$ cat config.mk
export PLATFORM = sky130hd
export DESIGN_NAME = mmio_responder
export DESIGN_NICKNAME = d
export VERILOG_FILES = /design/src/rtl/mmio_responder.sv
export SDC_FILE = /design/constraint.sdc
export NUM_CORES = 1
export LEC_CHECK = 0
export BUFFER_PORTS_ARGS = -buffer_cell sky130_fd_sc_hd__buf_2
export CORE_ASPECT_RATIO = 0.6
export CORE_UTILIZATION = 58
export DETAILED_ROUTE_END_ITERATION = 10
export GPL_TIMING_DRIVEN = 1
export PLACE_DENSITY = 0.86
export SETUP_SLACK_MARGIN = 0.4
export SYNTH_ARGS = -nofsm -noshare
export SYNTH_HDL_FRONTEND = slang
export SYNTH_SLANG_ARGS = --single-unit
$ cat constraint.sdc
create_clock -name clock -period 7.9 [get_ports clock]
set_clock_uncertainty 0.2 [all_clocks]
set_input_delay 1.975 -clock clock [delete_from_list [all_inputs] [get_ports clock]]
set_output_delay 1.975 -clock clock [all_outputs]
set_load 0.01 [all_outputs]
$ cat src/rtl/mmio_responder.sv
// MMIO responder: GPIO, optional free-running timer with compare IRQ, TX byte FIFO.
// Define MMIO_TIMER_EN to build the timer, TIMER_CMP, CTRL and timer_irq.
module mmio_responder #(
  parameter int unsigned ADDR_WIDTH = 3,
  parameter int unsigned GPIO_WIDTH = 8,
  parameter int unsigned TX_DEPTH   = 8
) (
  input  logic                  clock,
  input  logic                  reset,
  input  logic                  write_enable,
  input  logic                  read_enable,
  input  logic [3:0]            mem_mask_write,
  input  logic [ADDR_WIDTH-1:0] addr_write,
  input  logic [ADDR_WIDTH-1:0] addr_read,
  input  logic [31:0]           data_in,
  output logic [31:0]           data_out,
  output logic [GPIO_WIDTH-1:0] gpio_out,
  input  logic [GPIO_WIDTH-1:0] gpio_in,
  output logic [7:0]            tx_data,
  output logic                  tx_valid,
  input  logic                  tx_ready,
  output logic                  timer_irq
);

  localparam int unsigned PTR_W = $clog2(TX_DEPTH);
  localparam int unsigned CNT_W = PTR_W + 1;

  typedef enum logic [2:0] {
    REG_GPIO_OUT  = 3'd0,
    REG_GPIO_IN   = 3'd1,
    REG_TIMER     = 3'd2,
    REG_TIMER_CMP = 3'd3,
    REG_TX_DATA   = 3'd4,
    REG_STATUS    = 3'd5,
    REG_CTRL      = 3'd6
  } reg_e;

  function automatic logic [31:0] merge_lanes(input logic [31:0] old_val,
                                              input logic [31:0] new_val,
                                              input logic [3:0]  mask);
    logic [31:0] res;
    res = old_val;
    for (int unsigned i = 0; i < 4; i++)
      if (mask[i]) res[8*i +: 8] = new_val[8*i +: 8];
    return res;
  endfunction

  logic wr_gpio, wr_tx, wr_status;
  assign wr_gpio   = write_enable && (addr_write == ADDR_WIDTH'(REG_GPIO_OUT));
  assign wr_tx     = write_enable && (addr_write == ADDR_WIDTH'(REG_TX_DATA));
  assign wr_status = write_enable && (addr_write == ADDR_WIDTH'(REG_STATUS));

  // GPIO
  logic [GPIO_WIDTH-1:0] gpio_meta, gpio_sync, gpio_next;

  always_comb begin
    gpio_next = gpio_out;
    for (int unsigned b = 0; b < GPIO_WIDTH; b++)
      if (mem_mask_write[b / 8]) gpio_next[b] = data_in[b];
  end

  always_ff @(posedge clock) begin
    if (reset) begin
      gpio_out  <= '0;
      gpio_meta <= '0;
      gpio_sync <= '0;
    end else begin
      if (wr_gpio) gpio_out <= gpio_next;
      gpio_meta <= gpio_in;
      gpio_sync <= gpio_meta;
    end
  end

  // Timer
  logic [31:0] timer_rd, cmp_rd, ctrl_rd;
  logic        irq_q;

`ifdef MMIO_TIMER_EN
  logic [31:0] timer, timer_cmp;
  logic        irq_en, timer_en;
  logic        wr_timer, wr_cmp, wr_ctrl;

  assign wr_timer = write_enable && (addr_write == ADDR_WIDTH'(REG_TIMER));
  assign wr_cmp   = write_enable && (addr_write == ADDR_WIDTH'(REG_TIMER_CMP));
  assign wr_ctrl  = write_enable && (addr_write == ADDR_WIDTH'(REG_CTRL));

  always_ff @(posedge clock) begin
    if (reset) begin
      timer     <= '0;
      timer_cmp <= '1;
      irq_en    <= 1'b0;
      timer_en  <= 1'b0;
      irq_q     <= 1'b0;
    end else begin
      if (wr_timer)      timer <= merge_lanes(timer, data_in, mem_mask_write);
      else if (timer_en) timer <= timer + 32'd1;
      if (wr_cmp) timer_cmp <= merge_lanes(timer_cmp, data_in, mem_mask_write);
      if (wr_ctrl && mem_mask_write[0]) {irq_en, timer_en} <= data_in[1:0];
      irq_q <= irq_en && (timer >= timer_cmp);
    end
  end

  assign timer_rd = timer;
  assign cmp_rd   = timer_cmp;
  assign ctrl_rd  = {30'b0, irq_en, timer_en};
`else
  assign timer_rd = '0;
  assign cmp_rd   = '0;
  assign ctrl_rd  = '0;
  assign irq_q    = 1'b0;
  // Upper lanes only feed the timer registers; GPIO may use fewer bits.
  logic unused_lanes;
  assign unused_lanes = ^{data_in[31:8], mem_mask_write[3:1]};
`endif

  assign timer_irq = irq_q;

  // TX FIFO
  logic [7:0]       tx_mem [TX_DEPTH];
  logic [PTR_W-1:0] wr_ptr, rd_ptr;
  logic [CNT_W-1:0] count;
  logic             tx_overflow, tx_empty, tx_full;
  logic             push_req, push_ok, pop;

  assign tx_empty = (count == '0);
  assign tx_full  = (count == CNT_W'(TX_DEPTH));
  assign tx_valid = !tx_empty;
  assign tx_data  = tx_mem[rd_ptr];
  assign pop      = tx_valid && tx_ready;
  assign push_req = wr_tx && mem_mask_write[0];
  assign push_ok  = push_req && (!tx_full || pop);

  always_ff @(posedge clock) begin
    if (!reset && push_ok) tx_mem[wr_ptr] <= data_in[7:0];
  end

  always_ff @(posedge clock) begin
    if (reset) begin
      wr_ptr      <= '0;
      rd_ptr      <= '0;
      count       <= '0;
      tx_overflow <= 1'b0;
    end else begin
      if (push_ok) wr_ptr <= wr_ptr + PTR_W'(1);
      if (pop)     rd_ptr <= rd_ptr + PTR_W'(1);
      case ({push_ok, pop})
        2'b10:   count <= count + CNT_W'(1);
        2'b01:   count <= count - CNT_W'(1);
        default: count <= count;
      endcase
      // A dropped push in the same cycle as a W1C keeps the flag set.
      if (push_req && tx_full && !pop)
        tx_overflow <= 1'b1;
      else if (wr_status && mem_mask_write[0] && data_in[3])
        tx_overflow <= 1'b0;
    end
  end

  // Read path
  logic [31:0] rd_val;

  always_comb begin
    rd_val = '0;
    case (addr_read)
      ADDR_WIDTH'(REG_GPIO_OUT):  rd_val = 32'(gpio_out);
      ADDR_WIDTH'(REG_GPIO_IN):   rd_val = 32'(gpio_sync);
      ADDR_WIDTH'(REG_TIMER):     rd_val = timer_rd;
      ADDR_WIDTH'(REG_TIMER_CMP): rd_val = cmp_rd;
      ADDR_WIDTH'(REG_TX_DATA):   rd_val = {24'b0, 8'(count)};
      ADDR_WIDTH'(REG_STATUS):    rd_val = {28'b0, tx_overflow, irq_q, tx_full, tx_empty};
      ADDR_WIDTH'(REG_CTRL):      rd_val = ctrl_rd;
      default:                    rd_val = '0;
    endcase
  end

  always_ff @(posedge clock) begin
    if (reset)            data_out <= '0;
    else if (read_enable) data_out <= rd_val;
  end

endmodule

# After elaboration in Yosys (flattened, before gate mapping)
# Memories as Yosys holds them, arrays and structs flattened. A register that Yosys moved wholly into a read port is not among the register bits.
# Cells that the tools add are included.
[classes] add_sub_neg=4 eq_ne=8 muxes=8 reduce_logical=22
[op_table] op="case mux 8 bit (4 select lines)" n=1
[op_table] op="== test 3 bit (second input constant)" n=4
[op_table] op="logical AND 1 bit" n=11
[op_table] op="case mux 4 bit (2 select lines)" n=1
[op_table] op="adder 3 x 1 -> 3 bit (second input constant)" n=2
[op_table] op="logical NOT 3 bit" n=2
[op_table] op="2-to-1 mux 3 bit" n=2
[op_table] op="adder 4 x 1 -> 4 bit (second input constant)" n=1
[op_table] op="== test 4 bit (second input constant)" n=1
[op_table] op="logical NOT 1 bit" n=4
[op_table] op="logical NOT 4 bit" n=1
[op_table] op="2-to-1 mux 1 bit" n=4
[op_table] op="nonzero test 2 bit" n=2
[op_table] op="subtractor 4 x 1 -> 4 bit (second input constant)" n=1
[op_table] op="== test 3 x 1 -> 1 bit (second input constant)" n=1
[op_table] op="== test 2 x 1 -> 1 bit (second input constant)" n=1
[op_table] op="== test 2 bit (second input constant)" n=1
[op_table] op="AND reduction 2 bit" n=1
[op_table] op="logical OR 1 bit" n=1
[totals] regBits=67 ram_bits=64 out_inout_bits=50 mem_count=1
[mem_list] memory="tx_mem" depth=8 width=8 read_ports=1 rd_clocked_by_memory_dff=1 write_ports=1 line="119" source="logic [7:0] tx_mem [TX_DEPTH];"

# Longest topological paths before layout
# Gate-level depths: netlist (run 1).
[logic_depth] ltp_word=8 ltp_mapped=8

# Worst setup path before layout (run 1)
# OpenSTA, ideal clock, no wires.
[synth_timing] kind="input to register" from="input addr_write[0]" to="memory tx_mem[4][0] (enable)" setup_time_ns=0.395 t_arrival_ns=3.609 t_required_ns=7.305 path_slack_ns=3.696 stages=4 cell_sequence="or3b_1 a211oi_2 nand2_1 nor4_1"
[synth_via] elab_chain_cells=7
[synth_lines] element="start: declaration" line="13" source="input logic [ADDR_WIDTH-1:0] addr_write,"
[synth_lines] element="== test 3 bit" line="50" source="assign wr_tx = write_enable && (addr_write == ADDR_WIDTH'(REG_TX_DATA));"
[synth_lines] element="logical AND 1 bit" line="50"
[synth_lines] element="logical AND 1 bit" line="130" source="assign push_req = wr_tx && mem_mask_write[0];"
[synth_lines] element="logical AND 1 bit" line="131" source="assign push_ok = push_req && (!tx_full || pop);"
[synth_lines] element="logical AND 1 bit" line="134" source="if (!reset && push_ok) tx_mem[wr_ptr] <= data_in[7:0];"
[synth_lines] element="2-to-1 mux 1 bit" line="134"
[synth_lines] element="2-to-1 mux 1 bit (implied by the code)" line="134"
[synth_lines] element="end: declaration" line="119"
# No other way between the ends.

==> impl_metrics.csv, run 1 <==
group,metric,value,unit
clock_tree,cts_buffer_depth,2,
grt,grt_pass1_vias,2484,
grt,grt_pass1_wl,13.12,mm
floorplan,design.die.area,0.008218,mm2
floorplan,ios,105,
timing,fin_tns_setup,0,ns
placement,hpwlAfterDp,5.675,mm
power_and_ir_drop,power_density,256.4,mW/mm2
detailed_routing,vias,2660,
clock_tree,postCtsSetupBuffers,0,
worst_setup_path,cpPeakStageDelay,1.05,ns
grt,grtUsageTotal,22.19,%
worst_setup_path,worstPathArrival,2.47,ns
status,status,"complete, no violations",
detailed_routing,drc,0,
timing,setup_violations,0,
logic_synthesis,async_flop_share,0,%
logic_synthesis,synthDistinctLibCells,48,
worst_setup_path,cp_top_family,"flip-flops",
floorplan,chipHeight,70.62,um
timing,rsz0062_at_grt,"no",
timing,relSlewSlack,26.60,%
logic_synthesis,netlist_area,0.004552,mm2
placement,place_ws,3.535,ns
clock_tree,ctsHtreeMaxLevel,3,
detailed_routing,wl,8.314,mm
worst_setup_path,startpoint_type,"register",
layout,final_common_cell,"edfxtp_1",
layout,utilization,68.84,%
clock_tree,ctsResizeCount,0,
layout,layout_common_cells,"64 x edfxtp_1, 52 x buf_2, 46 x dfxtp_1, 29 x nor2_1, 26 x nor2b_1",
power_and_ir_drop,peakVddDrop,0.0001724,V
clock_tree,cts_tree,"built",
logic_synthesis,syn_inst,327,
floorplan,coreArea,0.007417,mm2
clock_tree,cts-root-buf,"clkbuf_16",
grt,use_met2,31.43,%
timing,post-route-period-util,58.78,%
detailed_routing,ant_nets,0,
grt,grt-ovfl-total,0,
worst_setup_path,path_cells,"mux4_2 > mux2_2 > buf_2",
grt,grt_use_met3,6.427,%
detailed_routing,drt_iter0_drc,276,
clock_tree,cts.sinks,110,
grt,antenna_found_initial,0,
clock_tree,insertion_delay,0.35,ns
layout,area_growth,12.18,%
worst_setup_path,worstPathMaxFanout,16,
logic_synthesis,ys_ff_latch,110,
timing,fmax,215.3,MHz
logic_synthesis,syn_area_per_cell,13.92,um2
hold_path,hp-class,"register to register",
worst_setup_path,path_class,"register to primary output",
timing,hold_viol,0,
timing,worst_slack,3.256,ns
logic_synthesis,yosysSeqAreaShare,62.45,%
layout,antenna_cells,0,
worst_setup_path,slowest_stage,"dfxtp_1",
clock_tree,cts_hold_buf,0,
floorplan,die_width,116.4,um
logic_synthesis,synthFlopType,"edfxtp_1",
timing,drv_slew,0,
worst_setup_path,worst_setup_path_end_kind,"primary output",
power_and_ir_drop,p_total,1309,uW
detailed_routing,vias_per_cell,5.451,
grt,grt.busiest_layer,"met1",
placement,port_buffers,52,
timing,fin_crit,4.644,ns
layout,nNetsFinal,437,
worst_setup_path,crit_buf_inv,1,
clock_tree,cts_made_buffers,9,
flow_run,cap_violations,0,
clock_tree,clkTransAtPathRegs,0.07,ns
placement,place_congestion,0.8637,
detailed_routing,dr.pass1.iters,5,
timing,tightest_slew,1.099,ns
grt,grt_max_degree,51,
worst_setup_path,critPathRequiredTime,5.73,ns
floorplan,core.rowCount,24,
layout,drive_gt1_share,27.08,%
layout,fill_cells,524,
detailed_routing,wl_per_cell,17.04,um
power_and_ir_drop,p_leak,0.001928,uW
logic_synthesis,ys_warn_count,0,
floorplan,initial_core_util,61.37,%
logic_synthesis,synth_edf_count,64,
timing,hold_slack,0.2419,ns
grt,met1_usage,33.16,%
-- cells by family (layout without fill, tap and decap cells) --
kind of cell	count (synthesis)	after routing	synth area share, %
AND/OR/NAND/NOR	95	95	10.91
flip-flops	110	110	62.45
XOR/XNOR	5	5	0.9622
multiplexers	43	43	14.60
other	1	25	0.08238
AO/OA/AOI/OAI	28	28	4.398
adder cells (fa/ha/maj)	3	3	0.8247
buffers and inverters	42	75	5.772
-- cell type report --
| cell class | count | area, um2 | share of cell area [%] |
|---|---|---|---|
| repair buffers | 57 | 297.8 | 5.832 |
| clock inverters | 5 | 58.81 | 1.152 |
| well taps | 104 | 130.1 | 2.548 |
| clock buffers | 11 | 232.7 | 4.558 |
| flip-flops and latches | 110 | 2843 | 55.67 |
| multi-input cells | 199 | 1536 | 30.09 |
| inverters | 2 | 7.507 | 0.1470 |
-- report_power, final --
| group | internal (uW) | total [uW] | switching (uW) |
|---|---|---|---|
| clock | 247 | 440 | 194 |
| sequential | 621 | 662 | 40.6 |
| combinational | 107 | 207 | 100 |
-- cell usage after synthesis (5+ instances only) --
library cell / number / area (um2)
clkbuf_1: 8 / 30.03
a21oi_1: 14 / 70.07
mux2_2: 12 / 135.1
nand3_1: 5 / 25.02
mux4_2: 16 / 360.4
buf_4: 25 / 187.7
nor2_1: 29 / 108.9
nor2b_1: 26 / 162.7
dfxtp_1: 46 / 920.9
nor3_1: 5 / 25.02
edfxtp_1: 64 / 1922
mux2i_1: 12 / 120.1
nand2_1: 13 / 48.80
-- flip-flops by register name, indices dropped and copies added, names as in the netlist, named ones only --
signal / cells
tx_overflow: 1
rd_ptr: 3
wr_ptr: 3
data_out: 8
gpio_out: 8
gpio_meta: 8
tx_mem: 64
count: 4
gpio_sync: 8
-- metrics by stage --
stage,std cells,instance area [um2]
after global placement,472,4815
after CTS,488,5106
after global routing,488,5106
after floorplan,351,4642
final,488,5106
after detailed placement,472,4815
-- layer usage --
| layer | wire, um | share of wire [%] |
|---|---|---|
| met1 | 3933 | 47 |
| met2 | 3665 | 44 |
| met3 | 604 | 7.3 |
| met4 | 110 | 1.3 |
| met5 | 0 | 0 |
-- worst register-to-register path: stages (launching register included) --
cell and delay (ns):
dfxtp_1 0.51, nor3_1 0.21, a211oi_2 0.30, nand2_1 0.16
nor2_1 0.77
-- final timing paths --
check	from	to	slack [ns]	depth (start not counted)
worst min register to register	gpio_meta[5]$_SDFF_PP0_	gpio_sync[5]$_SDFF_PP0_	0.24	1
worst min-delay path	gpio_meta[5]$_SDFF_PP0_	gpio_sync[5]$_SDFF_PP0_	0.24	1
worst max register to register	count[0]$_SDFFE_PP0P_	tx_mem[7][4]$_DFFE_PP_	5.38	4
worst max-delay path	register	tx_data[1]	3.26	3
Power figures use the tool's default switching activity.
==> inputs of run 2 (changes only) <==
- CORE_UTILIZATION: 58 -> 48
- PLACE_DENSITY: 0.86 -> 0.76
- clock period: 7.9 -> 4.1 ns (I/O delays scaled with it)
==> impl_metrics.csv, run 2 (synthesis gave the netlist of run 1 again) <==
group,metric,value,unit
status,status,"complete, no violations",
layout,drive_gt1_share,27.27,%
detailed_routing,vias,2679,
detailed_routing,drc,0,
timing,setup_violations,0,
clock_tree,insertion_delay,0.34,ns
clock_tree,cts_made_buffers,9,
detailed_routing,wl_per_cell,17.08,um
clock_tree,cts.sinks,110,
layout,largest_reg_flops,64,
layout,stdcell_count,515,
power_and_ir_drop,p_leak,0.001933,uW
grt,antenna_found_initial,0,
clock_tree,ctsHtreeMaxLevel,3,
clock_tree,cts_tree,"built",
detailed_routing,vias_per_cell,5.202,
clock_tree,cts-root-buf,"clkbuf_16",
timing,hold_viol,0,
placement,port_buffers,52,
placement,place_inst,499,
timing,drv_slew,0,
layout,final_common_cell,"edfxtp_1",
layout,area_growth,12.75,%
floorplan,core.rowCount,27,
detailed_routing,drt_iter0_drc,210,
worst_setup_path,startpoint_type,"register",
layout,utilization,55.86,%
floorplan,initial_core_util,49.54,%
placement,place_congestion,0.8362,
worst_setup_path,worstPathArrival,2.05,ns
floorplan,ios,105,
timing,hold_slack,0.2366,ns
floorplan,chipHeight,77.43,um
grt,grt_pass1_vias,2495,
power_and_ir_drop,peakVddDrop,0.0002162,V
power_and_ir_drop,pwr-share-clk,32.2,%
clock_tree,cts_buffer_depth,2,
timing,post-route-period-util,79.93,%
layout,nNetsFinal,438,
floorplan,die_width,127.7,um
placement,hpwlAfterDp,6.045,mm
layout,final_area,0.005132,mm2
floorplan,design.die.area,0.009889,mm2
power_and_ir_drop,combPwrFrac,17.8,%
worst_setup_path,critPathRequiredTime,2.87,ns
layout,regMostFlops,"tx_mem",
layout,layout_common_cells,"64 x edfxtp_1, 52 x buf_2, 46 x dfxtp_1, 29 x nor2_1, 26 x nor2b_1",
worst_setup_path,worst_setup_path_end_kind,"primary output",
timing,rsz0062_at_grt,"no",
timing,fmax,305.1,MHz
timing,tightest_slew,0.9228,ns
power_and_ir_drop,p_switching,624.4,uW
worst_setup_path,path_class,"register to primary output",
grt,grt_max_degree,51,
placement,dpl_cell_area,0.004855,mm2
detailed_routing,dr.pass1.iters,5,
detailed_routing,wl,8.798,mm
timing,relSlewSlack,38.48,%
clock_tree,postCtsSetupBuffers,0,
grt,grt_pass1_wl,13.72,mm
detailed_routing,ant_nets,0,
worst_setup_path,worstPathMaxFanout,16,
layout,antenna_cells,0,
clock_tree,ctsResizeCount,0,
grt,grtUsageTotal,19.02,%
power_and_ir_drop,cellInternalPower,1849,uW
grt,grt-ovfl-total,0,
power_and_ir_drop,power_density,482.0,mW/mm2
clock_tree,clkTransAtPathRegs,0.07,ns
hold_path,hp-class,"register to register",
flow_run,cap_violations,0,
floorplan,coreArea,0.009189,mm2
power_and_ir_drop,seq_power_share,49.9,%
timing,fin_crit,3.277,ns
power_and_ir_drop,switching_share,25.24,%
clock_tree,cts_hold_buf,0,
timing,fin_tns_setup,0,ns
run 2: cell types whose count changed in the layout (fill, tap and decap cells not counted), sizes merged:
cell	before	now
clkinvlp	2	1
clkinv	1	3
bufinv	1	0
buf	57	58
clkbuf	11	12
inv	3	2
run 2: layout make-up:
type	instances	area, um2
clock buffer	12	256.5
clock inverter	4	21.27
fill	746	4056
inverter	2	7.507
multi-input combinational	199	1536
sequential	110	2843
tap	130	162.7
timing repair buffer	58	305.3
run 2: critical path, stage by stage (launching register included):
cell and delay, ns:
dfxtp_1 0.84, mux4_2 0.46, mux2_2 0.28, buf_2 0.13
run 2: through the flow:
| step | worst slack, ns | total power [uW] |
|---|---|---|
| floorplan | 0.8461 | 1617 |
| global placement | 0.8828 | 1689 |
| detailed placement | 0.7673 | 1701 |
| CTS | 0.7900 | 2500 |
| global route | 0.7673 | 2581 |
| finish | 0.8228 | 2474 |
run 2: power groups by stage:
stage / clock network (uW) / registers, uW / logic (uW)
floorplan: 0 / 1250 / 372
global placement: 0 / 1260 / 433
detailed placement: 0 / 1260 / 442
CTS: 821 / 1230 / 445
global route: 866 / 1240 / 476
finish: 797 / 1240 / 441
run 2: final timing paths:
kind                                         startpoint                       to  slack, ns  cells after the start
worst max register to register    count[0]$_SDFFE_PP0P_   tx_mem[5][7]$_DFFE_PP_       1.60                      4
worst min-delay path            gpio_meta[6]$_SDFF_PP0_  gpio_sync[6]$_SDFF_PP0_       0.24                      1
worst min register to register  gpio_meta[6]$_SDFF_PP0_  gpio_sync[6]$_SDFF_PP0_       0.24                      1
worst max-delay path                           register               tx_data[4]       0.82                      3
run 2: routing by layer:
layer	vias to the layer above	wire length, um	GRT usage [%]
li1	1258	-	-
met1	1326	4104	26.97
met2	88	4135	28.37
met3	7	476	5.724
met4	0	80	5.294
met5	-	0	0
==> inputs of run 3 (changes only) <==
- CORE_UTILIZATION: 48 -> 53
- PLACE_DENSITY: 0.76 -> 0.8
- clock period: 4.1 -> 3.1 ns (I/O delays scaled with it)
==> impl_metrics.csv, run 3 (synthesis gave the netlist of run 1 again) <==
group,metric,value,unit
layout,utilization,65.79,%
worst_setup_path,critPathRequiredTime,2.12,ns
floorplan,ios,105,
hold_path,hp-class,"register to register",
timing,drv_slew,0,
floorplan,core.rowCount,25,
worst_setup_path,worstPathMaxFanout,8,
layout,area_growth,17.10,%
timing,rsz0062_at_grt,"yes",
placement,port_buffers,52,
power_and_ir_drop,combPwrFrac,19.4,%
timing,fin_tns_setup,0,ns
worst_setup_path,worst_setup_path_end_kind,"primary output",
detailed_routing,dr.pass1.iters,4,
worst_setup_path,slowest_stage,"mux4_2",
clock_tree,cts_made_buffers,9,
timing,fmax,355.4,MHz
clock_tree,cts_buffer_depth,2,
timing,relSlewSlack,51.43,%
detailed_routing,wl_met1,4.075,mm
clock_tree,cts-root-buf,"clkbuf_16",
power_and_ir_drop,switching_share,25.93,%
clock_tree,insertion_delay,0.36,ns
floorplan,design.die.area,0.008975,mm2
power_and_ir_drop,power_density,680.3,mW/mm2
layout,drive_gt1_share,29.85,%
worst_setup_path,cpPeakStageDelay,0.52,ns
worst_setup_path,path_class,"register to primary output",
power_and_ir_drop,seq_power_share,45.3,%
detailed_routing,vias_per_cell,5.434,
grt,grt_pass1_vias,2513,
layout,antenna_cells,0,
clock_tree,postCtsSetupBuffers,0,
grt,grt_pass1_wl,13.56,mm
worst_setup_path,path_cells,"buf_12 > mux4_2 > mux2_4 > buf_6",
power_and_ir_drop,cellInternalPower,2686,uW
detailed_routing,vias,2717,
power_and_ir_drop,p_leak,0.002042,uW
grt,grt_max_degree,35,
detailed_routing,met3_length,741,um
power_and_ir_drop,peakVddDrop,0.0003821,V
timing,hold_viol,0,
detailed_routing,wl_per_cell,17.82,um
placement,place_congestion,0.8487,
status,status,"complete, no violations",
clock_tree,cts.sinks,110,
detailed_routing,drc,0,
layout,regMostFlops,"tx_mem",
timing,fin_crit,2.814,ns
power_and_ir_drop,pwr-share-clk,35.3,%
timing,setup_violations,0,
detailed_routing,top_layer_used,"met4",
clock_tree,cts_tree,"built",
clock_tree,ctsHtreeMaxLevel,3,
detailed_routing,ant_nets,0,
power_and_ir_drop,p_switching,940.3,uW
grt,antenna_found_initial,0,
clock_tree,clkTransAtPathRegs,0.07,ns
timing,tightest_slew,0.7230,ns
detailed_routing,drt_iter0_drc,246,
floorplan,chipHeight,73.79,um
worst_setup_path,worstPathArrival,1.84,ns
layout,nNetsFinal,445,
grt,grtUsageTotal,21.46,%
floorplan,initial_core_util,56.19,%
timing,post-route-period-util,90.76,%
layout,final_common_cell,"edfxtp_1",
flow_run,cap_violations,0,
worst_setup_path,startpoint_type,"register",
floorplan,die_width,121.6,um
detailed_routing,wl,8.908,mm
grt,grt-ovfl-total,0,
floorplan,coreArea,0.008102,mm2
layout,layout_common_cells,"64 x edfxtp_1, 45 x dfxtp_1, 44 x buf_2, 29 x nor2_1, 26 x nor2b_1",
detailed_routing,met2_length,4.037,mm
layout,largest_reg_flops,64,
placement,hpwlAfterDp,6.059,mm
## run 3: changes by cell type in the layout (fill, tap and decap cells not counted), sizes merged
cell | before | now
inv | 2 | 6
buf | 58 | 65
clkbuf | 12 | 9
clkinv | 3 | 1
clkinvlp | 1 | 0
bufinv | 0 | 2
## run 3: through the flow
step	total power (uW)	cell area (um2)	setup slack, ns	cells	hold slack [ns]
2_1_floorplan	2139	4654	0.4240	351	0.2138
3_3_place_gp	2237	4885	0.3696	483	0.2198
3_5_place_dp	2262	4885	0.2603	483	0.2204
4_1_cts	3632	5308	0.2718	500	0.2382
5_1_grt	3767	5330	0.2413	500	0.2551
6_report	3626	5330	0.2865	500	0.2386
## run 3: critical path: cells and delay by family, from the launching register on
kind     cells  cell delay [ns]
mux          2             0.81
flops        1             0.40
buf+inv      2             0.27
## run 3: area by class of cell
cell class              count  area, um2
clock buffers               9      225.2
clock inverters             7      111.4
fillers                   582       2771
inverters                   2      7.507
multi-input cells         199       1564
flip-flops and latches    110       2846
well taps                 108      135.1
repair buffers             65      440.4
## run 3: path summary, 6_finish.rpt
path | end | depth (start not counted) | from | slack (ns)
setup / recovery | tx_data[1] | 4 | register | 0.29
hold reg to reg | gpio_sync[6]$_SDFF_PP0_ | 1 | gpio_meta[6]$_SDFF_PP0_ | 0.24
setup reg to reg | count[2]$_SDFFE_PP0P_ | 7 | count[3]$_SDFFE_PP0P_ | 0.78
hold / removal | gpio_sync[6]$_SDFF_PP0_ | 1 | gpio_meta[6]$_SDFF_PP0_ | 0.24
## run 3: power groups by stage
| stage | clock network, uW | logic, uW | registers, uW |
|---|---|---|---|
| after detailed placement | 0 | 601 | 1660 |
| after CTS | 1300 | 688 | 1640 |
| after global placement | 0 | 583 | 1650 |
| after global routing | 1360 | 757 | 1650 |
| final | 1280 | 702 | 1640 |
| after floorplan | 0 | 492 | 1650 |
## run 3: repair_timing
item / 4_1_cts / 5_1_grt
cloned: 1 / 0
endpoints found under the hold margin: 0 / 0
endpoints found under the setup margin: 8 / 8
hold buffers: 0 / 0
resized for setup: 14 / 4
## run 3: per-layer routing
| metal | track usage (%) | up-vias |
|---|---|---|
| li1 | - | 1274 |
| met1 | 30.09 | 1336 |
| met2 | 31.94 | 101 |
| met3 | 6.832 | 6 |
| met4 | 6.722 | 0 |
| met5 | 0 | - |
